===== config.mk =====
export PLATFORM = sky130hd
export DESIGN_NAME = game_sequencer
export DESIGN_NICKNAME = d
export VERILOG_FILES = /design/src/rtl/invaders_pkg.sv /design/src/rtl/game_sequencer_fire_ctrl.sv /design/src/rtl/game_sequencer.sv
export SDC_FILE = /design/constraint.sdc
export NUM_CORES = 1
export LEC_CHECK = 0
export ABC_AREA = 1
export CORE_ASPECT_RATIO = 0.7
export CORE_MARGIN = 4
export CORE_UTILIZATION = 34
export DETAILED_ROUTE_END_ITERATION = 12
export SLEW_MARGIN = 20
export SYNTH_ARGS = -nofsm -noshare
export SYNTH_HDL_FRONTEND = slang
export SYNTH_HIERARCHICAL = 1
export SYNTH_SLANG_ARGS = --single-unit

===== constraint.sdc =====
create_clock -name Clk -period 3.2 [get_ports Clk]
set_input_delay 0.96 -clock Clk [delete_from_list [all_inputs] [get_ports Clk]]
set_output_delay 0.96 -clock Clk [all_outputs]
set_load 0.005 [all_outputs]

===== src/rtl/invaders_pkg.sv =====
// rtl/invaders_pkg.sv - shared Space Invaders game-phase encodings and defaults
package invaders_pkg;

  typedef enum logic [2:0] {
    GS_IDLE    = 3'd0,
    GS_PLAY    = 3'd1,
    GS_RESPAWN = 3'd2,
    GS_WIN     = 3'd3,
    GS_LOSE    = 3'd4
  } game_state_e;

  localparam int LIVES_INIT_DEF    = 3;
  localparam int FIRE_COOLDOWN_DEF = 8;
  localparam int RESPAWN_TICKS_DEF = 32;

endpackage


===== src/rtl/game_sequencer_fire_ctrl.sv =====
// rtl/game_sequencer_fire_ctrl.sv - fire button edge detect, cooldown and single-cycle shot pulse
module fire_ctrl #(
  parameter int FIRE_COOLDOWN = 8
) (
  input  logic Clk,
  input  logic Reset,
  input  logic Tick,
  input  logic Fire_Btn,
  input  logic Bullet_Onscreen,
  input  logic play,
  input  logic clear,
  output logic Bullet_Fired
);

  logic       fire_prev_q, fire_prev_d;
  logic [7:0] cooldown_q, cooldown_d;
  logic       bullet_fired_q, bullet_fired_d;
  logic       accept;

  always_comb begin
    // Rejected edges are simply lost; nothing remembers them for later.
    accept         = Fire_Btn && !fire_prev_q && play && !Bullet_Onscreen && (cooldown_q == 8'd0);
    fire_prev_d    = Fire_Btn;
    bullet_fired_d = accept;
    cooldown_d     = cooldown_q;
    if (clear) begin
      cooldown_d = 8'd0;
    end else if (accept) begin
      cooldown_d = 8'(FIRE_COOLDOWN);
    end else if (play && Tick && (cooldown_q != 8'd0)) begin
      cooldown_d = cooldown_q - 8'd1;
    end
  end

  always_ff @(posedge Clk) begin
    if (Reset) begin
      fire_prev_q    <= 1'b0;
      cooldown_q     <= 8'd0;
      bullet_fired_q <= 1'b0;
    end else begin
      fire_prev_q    <= fire_prev_d;
      cooldown_q     <= cooldown_d;
      bullet_fired_q <= bullet_fired_d;
    end
  end

  assign Bullet_Fired = bullet_fired_q;

endmodule


===== src/rtl/game_sequencer.sv =====
// rtl/game_sequencer.sv - game-phase FSM, score and lives for the Space Invaders datapath
module game_sequencer
  import invaders_pkg::*;
#(
  parameter int LIVES_INIT    = LIVES_INIT_DEF,
  parameter int FIRE_COOLDOWN = FIRE_COOLDOWN_DEF,
  parameter int RESPAWN_TICKS = RESPAWN_TICKS_DEF,
  parameter int SCORE_W       = 10,
  parameter int HIT_POINTS    = 1
) (
  input  logic               Clk,
  input  logic               Reset,
  input  logic               Tick,
  input  logic               Start,
  input  logic               Fire_Btn,
  input  logic               Bullet_Onscreen,
  input  logic               Alien_Hit,
  input  logic               Aliens_Defeated,
  input  logic               Reached_Bottom,
  input  logic               Player_Hit,
  output logic               Game_Run,
  output logic               Bullet_Fired,
  output logic               Clear_Field,
  output logic [2:0]         Game_State,
  output logic [1:0]         Lives,
  output logic [SCORE_W-1:0] Score
);

  localparam logic [1:0]         LIVES_LOAD = 2'(LIVES_INIT);
  localparam logic [SCORE_W-1:0] SCORE_MAX  = '1;

  logic [2:0]         state_q, state_d;
  logic [1:0]         lives_q, lives_d;
  logic [SCORE_W-1:0] score_q, score_d;
  logic [SCORE_W:0]   score_sum;
  logic [7:0]         resp_q, resp_d;
  logic               clear_q, clear_d;
  logic               game_run_q, game_run_d;
  logic               start_game;
  logic               in_play;

  always_ff @(posedge Clk) begin
    if (Reset) begin
      state_q    <= GS_IDLE;
      lives_q    <= 2'd0;
      score_q    <= '0;
      resp_q     <= 8'd0;
      clear_q    <= 1'b0;
      game_run_q <= 1'b0;
    end else begin
      state_q    <= state_d;
      lives_q    <= lives_d;
      score_q    <= score_d;
      resp_q     <= resp_d;
      clear_q    <= clear_d;
      game_run_q <= game_run_d;
    end
  end

  always_comb begin
    state_d    = state_q;
    lives_d    = lives_q;
    score_d    = score_q;
    resp_d     = resp_q;
    clear_d    = 1'b0;
    start_game = 1'b0;
    score_sum  = {1'b0, score_q} + (SCORE_W+1)'(HIT_POINTS);
    case (state_q)
      GS_IDLE: begin
        if (Start) begin
          state_d    = GS_PLAY;
          lives_d    = LIVES_LOAD;
          score_d    = '0;
          clear_d    = 1'b1;
          start_game = 1'b1;
        end
      end
      GS_PLAY: begin
        // Start switch dropping abandons the game ahead of any in-play event.
        if (!Start) begin
          state_d = GS_IDLE;
        end else if (Reached_Bottom) begin
          state_d = GS_LOSE;
          lives_d = 2'd0;
        end else if (Aliens_Defeated) begin
          state_d = GS_WIN;
        end else if (Player_Hit && (lives_q == 2'd1)) begin
          state_d = GS_LOSE;
          lives_d = 2'd0;
        end else if (Player_Hit) begin
          state_d = GS_RESPAWN;
          lives_d = lives_q - 2'd1;
          resp_d  = 8'(RESPAWN_TICKS);
          clear_d = 1'b1;
        end
      end
      GS_RESPAWN: begin
        if (!Start) begin
          state_d = GS_IDLE;
        end else if (Tick && (resp_q != 8'd0)) begin
          resp_d = resp_q - 8'd1;
          if (resp_q == 8'd1) state_d = GS_PLAY;
        end
      end
      GS_WIN, GS_LOSE: begin
        if (!Start) state_d = GS_IDLE;
      end
      default: state_d = GS_IDLE;
    endcase
    // Hits landing in the same cycle as a PLAY exit still score.
    if ((state_q == GS_PLAY) && Alien_Hit) begin
      score_d = score_sum[SCORE_W] ? SCORE_MAX : score_sum[SCORE_W-1:0];
    end
  end

  always_comb begin
    in_play     = (state_q == GS_PLAY);
    game_run_d  = in_play;
    Game_Run    = game_run_q;
    Clear_Field = clear_q;
    Game_State  = state_q;
    Lives       = lives_q;
    Score       = score_q;
  end

  fire_ctrl #(
    .FIRE_COOLDOWN(FIRE_COOLDOWN)
  ) u_fire_ctrl (
    .Clk            (Clk),
    .Reset          (Reset),
    .Tick           (Tick),
    .Fire_Btn       (Fire_Btn),
    .Bullet_Onscreen(Bullet_Onscreen),
    .play           (in_play),
    .clear          (start_game),
    .Bullet_Fired   (Bullet_Fired)
  );

endmodule


==> qor.txt, run 1 <==
Net Sw Frac = 0.3925
Synth Register Bits = 35
final core occ = 0.4269
endpoints failing setup = 0
Max H-tree Level = 2
final hold violations = 0
Ant. Diodes = 0
Sw Pwr = 0.6293 mW
Die Wd = 103.7 µm
Ys Warns = 6
Finished Cell Area = 0.002654 mm²
Synth Area per Inst = 6.601 µm²
Crit-path slowest cell = clkdlybuf4s50_1
Mapped Cells = 330
final slew viol count = 0
unrepaired setup endpoints after global routing = false
syn_nets = 347
Worst Path Max Fanout = 7
first-pass GRT wire length = 8832 µm
via count = 2103
Remaining DRCs = 0
DPL Wire Length = 3848 µm
DIE AREA = 0.007772 mm²
CTS Buf Count = 5
CTS resizes = 0
maximum root-to-sink buffer count = 2
drt first pass iters = 4
VDD IR-drop max = 0.2140 mV
drt wl/cell = 11.74 µm
WP data arrival = 1.34 ns
Total GRT Usage = 0.1406
CP peak stage delay = 0.56 ns
Starting Density = 0.3504
largest net degree at the start of global routing = 18
CTS tree = done
Crit path required time = 2.24 ns
Clock Latency Late Sink = 0.29 ns
CP cell instances = clkdlybuf4s50_1
port bufs = 27
placed inst area = 0.002541 mm²
ANT nets after route = 0
# IOs = 28
GR Overflow Total = 0
ys flop type = dfxtp_1
max capacitance violation total = 0
setup bufs post-CTS = 0
Post-CTS Hold Buffers = 0
final critical-path share of the clock period = 0.7194
Max transition margin = 0.7268
vias per inst = 4.769
vias in the first global route = 1887
asr flop ratio synth = 0
actual slew at the worst max-slew pin = 0.4067 ns
EDFF count, synth = 0
initial antenna violation count = 0
Iter 0 DRT Violations = 69
share of cells above drive strength 1 = 0.09642
Synth-to-Final Area Change = 21.83%
die height = 74.97 µm
sequential area share after synthesis = 0.3217
Total Power = 1.603 mW
Internal Power = 0.9739 mW
min cycle time layout = 2.302 ns
Top Family by Delay on Critical Path = buffers and inverters
final wirelength = 5176 µm
sequential share of power = 0.343
Fin Setup TNS = 0 ns
clk slew on worst S/H paths = 0.08 ns
Synth Cell Area = 0.002178 mm²
row cnt = 24
power share of the combinational group = 0.404
status = finished clean
CTS sink cnt = 35
core area = 0.006216 mm²
smallest hold slack = 0.4704 ns
CP Class = register to output pin
Final nets = 379
min-delay worst type = register to register
Clk network pwr share = 0.254
PD cells = 604.1 mW/mm²
leakage = 1.139 nW
CTS root buffer = clkbuf_8
worst-case clock skew = 0.007663 ns
GP Congestion = 0.8250
FMAX = 434.4 MHz
crit path launch type = register
Synth cell types = 29
Critical path buffers and inverters = 1
type of destination of the critical path = output pin
==> path summary, 6_finish.rpt <==
check	startpoint	to	slack, ns	cells past startpoint
worst max-delay path	Game_State[0]	Game_State[0]	0.90	1
worst min-delay path	u_fire_ctrl/cooldown_q[0]	u_fire_ctrl/cooldown_q[0]	0.47	2
worst max register to register	Score[0]	Score[7]	1.50	7
worst min register to register	u_fire_ctrl/cooldown_q[0]	u_fire_ctrl/cooldown_q[0]	0.47	2
==> state kept, by name (all words and copies together), names as in the netlist, 2 cells and up <==
| register | cells |
|---|---|
| Game_State | 3 |
| Score | 10 |
| resp_q | 8 |
| u_fire_ctrl/cooldown_q | 8 |
| Lives | 2 |
==> cells by family after synthesis <==
| family | count (synthesis) | synth area share |
|---|---|---|
| AND/OR/NAND/NOR | 181 | 0.3889 |
| AO/OA/AOI/OAI | 51 | 0.1298 |
| buffers and inverters | 47 | 0.08328 |
| flip-flops | 35 | 0.3217 |
| XOR/XNOR | 9 | 0.03619 |
| adder cells (fa/ha/maj) | 7 | 0.04020 |
==> power groups by stage <==
stage	Combinational (mW)	Clock, mW	Sequential (mW)
after floorplan	0.465	0	0.549
after global placement	0.645	0	0.559
after detailed placement	0.645	0	0.559
after CTS	0.649	0.422	0.550
after global routing	0.736	0.441	0.561
final	0.647	0.407	0.549
==> Yosys cell counts, drive strengths merged, types with 2 or more instances <==
cell type	count	area (µm²)
nand3	25	130.1
inv	43	163.9
nand2	89	384.1
nor2	51	237.7
o21ai	21	116.4
ha	7	87.58
nand4	8	50.05
xor2	8	70.07
clkbuf	2	7.510
nand3b	2	15.01
a21oi	28	151.4
dfxtp	35	700.7
nor3	6	30.03
==> layout make-up <==
cell class / instances / area [µm²]
Timing Repair Buffer: 28 / 277.8
Inverter: 44 / 168.9
Sequential cell: 35 / 700.7
Multi-Input combinational cell: 248 / 1296
Fill cell: 637 / 3562
Clock inverter: 3 / 43.79
Clock buffer: 5 / 68.82
Tap cell: 78 / 97.59
==> per-layer routing <==
layer  global-route usage  up-vias  wire length, µm
met2               0.2094       52             2040
met3              0.03856        7              331
met4              0.04867        0               68
li1                     -     1125                -
met1               0.1982      919             2736
met5                    0        -                0
==> stage by stage <==
stage,std cells,setup slack [ns]
global route,441,0.7733
global placement,433,0.6850
detailed placement,433,0.6571
finish,441,0.8980
CTS,441,0.8752
floorplan,330,1.356
==> layout by cell type, fill, tap and decap left out, types with 5 or more instances in the layout <==
| cell | instances |
|---|---|
| a21oi_1 | 25 |
| clkbuf_8 | 5 |
| clkdlybuf4s50_1 | 27 |
| dfxtp_1 | 35 |
| ha_1 | 7 |
| inv_1 | 41 |
| nand2_1 | 79 |
| nand2_2 | 5 |
| nand2_4 | 5 |
| nand3_1 | 24 |
| nand4_1 | 8 |
| nor2_1 | 44 |
| nor3_1 | 6 |
| o21ai_0 | 17 |
| xor2_1 | 8 |
Note: power is estimated with default switching activity, not from simulation.
==> inputs of run 2 (changes only) <==
Clock period 3.2 ns to 2.2 ns, I/O delays scaled along.
==> run 2 against run 1 <==
- first-iteration DRC count decreased by 5.8%
- sequential cell count is the same
- largest power group unchanged
- clock power is 14% higher
- sequential share of layout area rose by 0.13 points
==> qor.txt, run 2 (synthesis results as in run 1) <==
# IOs = 28 (unchanged)
cell total after placement = 435 (+0.46%)
GR Overflow Total = 0 (unchanged)
DIE AREA = 0.007772 mm² (unchanged)
worst setup path endpoint = Game_State[1]
max capacitance violation total = 0 (unchanged)
ANT nets after route = 0 (unchanged)
Clock Latency Late Sink = 0.29 ns (about the same)
min cycle time layout = 1.987 ns
Critical path buffers and inverters = 1 (unchanged)
Starting Density = 0.3504 (unchanged)
drt wl/cell = 11.97 µm (+2.0%)
Total GRT Usage = 0.1429 (+0.002289)
Clk network pwr share = 0.210 (-0.044)
leakage = 1.131 nW (-0.64%)
WP depth = 1 (unchanged)
final critical-path share of the clock period = 0.9033
Sw Pwr = 0.9109 mW (+45%)
PD cells = 838.3 mW/mm² (+39%)
Post-CTS Hold Buffers = 0 (unchanged)
setup bufs post-CTS = 0 (unchanged)
FMAX = 503.2 MHz
drt first pass iters = 6 (+2)
Die Wd = 103.7 µm (unchanged)
WP data arrival = 1.33 ns (about the same)
final core occ = 0.4249 (-0.002013)
crit path launch type = register
worst r2r src = Score[0]
type of destination of the critical path = output pin
max reg flops = 10 (unchanged)
Synth-to-Final Area Change = 21.25%
Final nets = 381 (+0.53%)
CTS Buf Count = 5 (unchanged)
clk slew on worst S/H paths = 0.08 ns (about the same)
initial antenna violation count = 0 (unchanged)
CTS sink cnt = 35 (unchanged)
GP Congestion = 0.8224 (-0.32%)
most frequent cells in the layout = nand2_1, nor2_1, inv_1
Top Family by Delay on Critical Path = buffers and inverters
share of cells above drive strength 1 = 0.09863 (+0.002211)
CTS resizes = 0 (unchanged)
Ant. Diodes = 0 (unchanged)
Fin Setup TNS = 0 ns (unchanged)
status = finished clean
placed inst area = 0.002556 mm² (+0.59%)
core area = 0.006216 mm² (unchanged)
Worst Reg2Reg Path Length in Cells = 7 (unchanged)
die height = 74.97 µm (unchanged)
final slew viol count = 0 (unchanged)
actual slew at the worst max-slew pin = 0.4959 ns (+0.08921 ns)
Iter 0 DRT Violations = 65 (-5.8%)
Max transition margin = 0.6669 (-0.05993)
Total Power = 2.214 mW (+38%)
VDD IR-drop max = 0.2452 mV (+15%)
vias per inst = 4.747 (-0.45%)
final hold violations = 0 (unchanged)
final worst setup slack = 0.2126 ns (-0.6854 ns)
Hold Crit Depth = 2 (unchanged)
endpoints failing setup = 0 (unchanged)
most common cell after layout, fill and taps aside = nand2_1
final cell count without fillers = 443 (+0.45%)
sequential share of power = 0.360 (+0.017)
Max H-tree Level = 2 (unchanged)
largest net degree at the start of global routing = 18 (unchanged)
smallest hold slack = 0.4677 ns (-0.002752 ns)
worst-case clock skew = 0.008052 ns (+0.0003891 ns)
Internal Power = 1.303 mW (+34%)
number of fill cells = 681 (+6.9%)
unrepaired setup endpoints after global routing = false
power share of the combinational group = 0.431 (+0.027)
CP Class = register to output pin
CTS root buffer = clkbuf_8
Finished Cell Area = 0.002641 mm² (-0.47%)
crit path launch = Game_State[1]
via count = 2103 (unchanged)
first-pass GRT wire length = 9018 µm (+2.1%)
Crit path required time = 1.54 ns (-0.70 ns)
row cnt = 24 (unchanged)
final wirelength = 5301 µm (+2.4%)
CTS tree = done
min-delay worst type = register to register
maximum root-to-sink buffer count = 2 (unchanged)
Placement Setup Slack = 0.07838 ns (-0.5787 ns)
DPL Wire Length = 4027 µm (+4.7%)
Worst Path Max Fanout = 8 (+1)
reg2reg setup slack = 0.48 ns (-1.02 ns)
CP cell instances = clkdlybuf4s50_1
Crit-path slowest cell = clkdlybuf4s50_1
port bufs = 27 (unchanged)
RR Endpoint = Score[7]
Remaining DRCs = 0 (unchanged)
vias in the first global route = 1904 (+0.90%)
Net Sw Frac = 0.4114 (+0.01888)
CP peak stage delay = 0.56 ns (about the same)
-- run 2: cell count changes in the layout (fill, tap and decap cells not counted), sizes merged --
cell / previous run / this run
clkinvlp: 0 / 1
bufinv: 1 / 0
clkinv: 3 / 2
buf: 1 / 3
clkbuf: 5 / 6
-- run 2: worst reg2reg max path, cell delays in order, from the launching register on --
cell and delay [ns]:
dfxtp_1 0.40, ha_1 0.20, nand2_1 0.10, nor2_1 0.21, nand2_1 0.13, nor2_1 0.31, o21ai_0 0.15, a21oi_1 0.15
-- run 2: power by group through the flow --
| stage | sequential [mW] | combinational, mW | clock [mW] |
|---|---|---|---|
| after CTS | 0.798 | 0.954 | 0.493 |
| after floorplan | 0.799 | 0.677 | 0 |
| final | 0.797 | 0.953 | 0.464 |
| after global routing | 0.815 | 1.08 | 0.513 |
| after detailed placement | 0.812 | 0.949 | 0 |
| after global placement | 0.809 | 0.944 | 0 |
-- run 2: area by class of cell --
type | count | area (µm²) | share of cell area
clock inverters | 2 | 12.51 | 0.004737
repair buffers | 30 | 292.8 | 0.1108
inverters | 44 | 168.9 | 0.06395
multi-input cells | 248 | 1296 | 0.4908
well taps | 78 | 97.59 | 0.03695
clock buffers | 6 | 72.57 | 0.02748
flip-flops and latches | 35 | 700.7 | 0.2653
-- run 2: worst min-delay path by stage --
stage,from,endpoint
after floorplan,resp_q[7],resp_q[7]
after global placement,u_fire_ctrl/cooldown_q[0],u_fire_ctrl/cooldown_q[0]
after detailed placement,u_fire_ctrl/cooldown_q[0],u_fire_ctrl/cooldown_q[0]
after CTS,u_fire_ctrl/cooldown_q[0],u_fire_ctrl/cooldown_q[0]
after global routing,u_fire_ctrl/cooldown_q[0],u_fire_ctrl/cooldown_q[0]
final,u_fire_ctrl/cooldown_q[0],u_fire_ctrl/cooldown_q[0]
-- run 2: routing by layer --
metal  GRT usage  vias to the layer above  wire, µm
met5           0                        -         0
met4     0.04720                        0        62
met3     0.03256                       10       272
met2      0.2058                       52      2118
met1      0.2112                      913      2848
li1            -                     1128         -
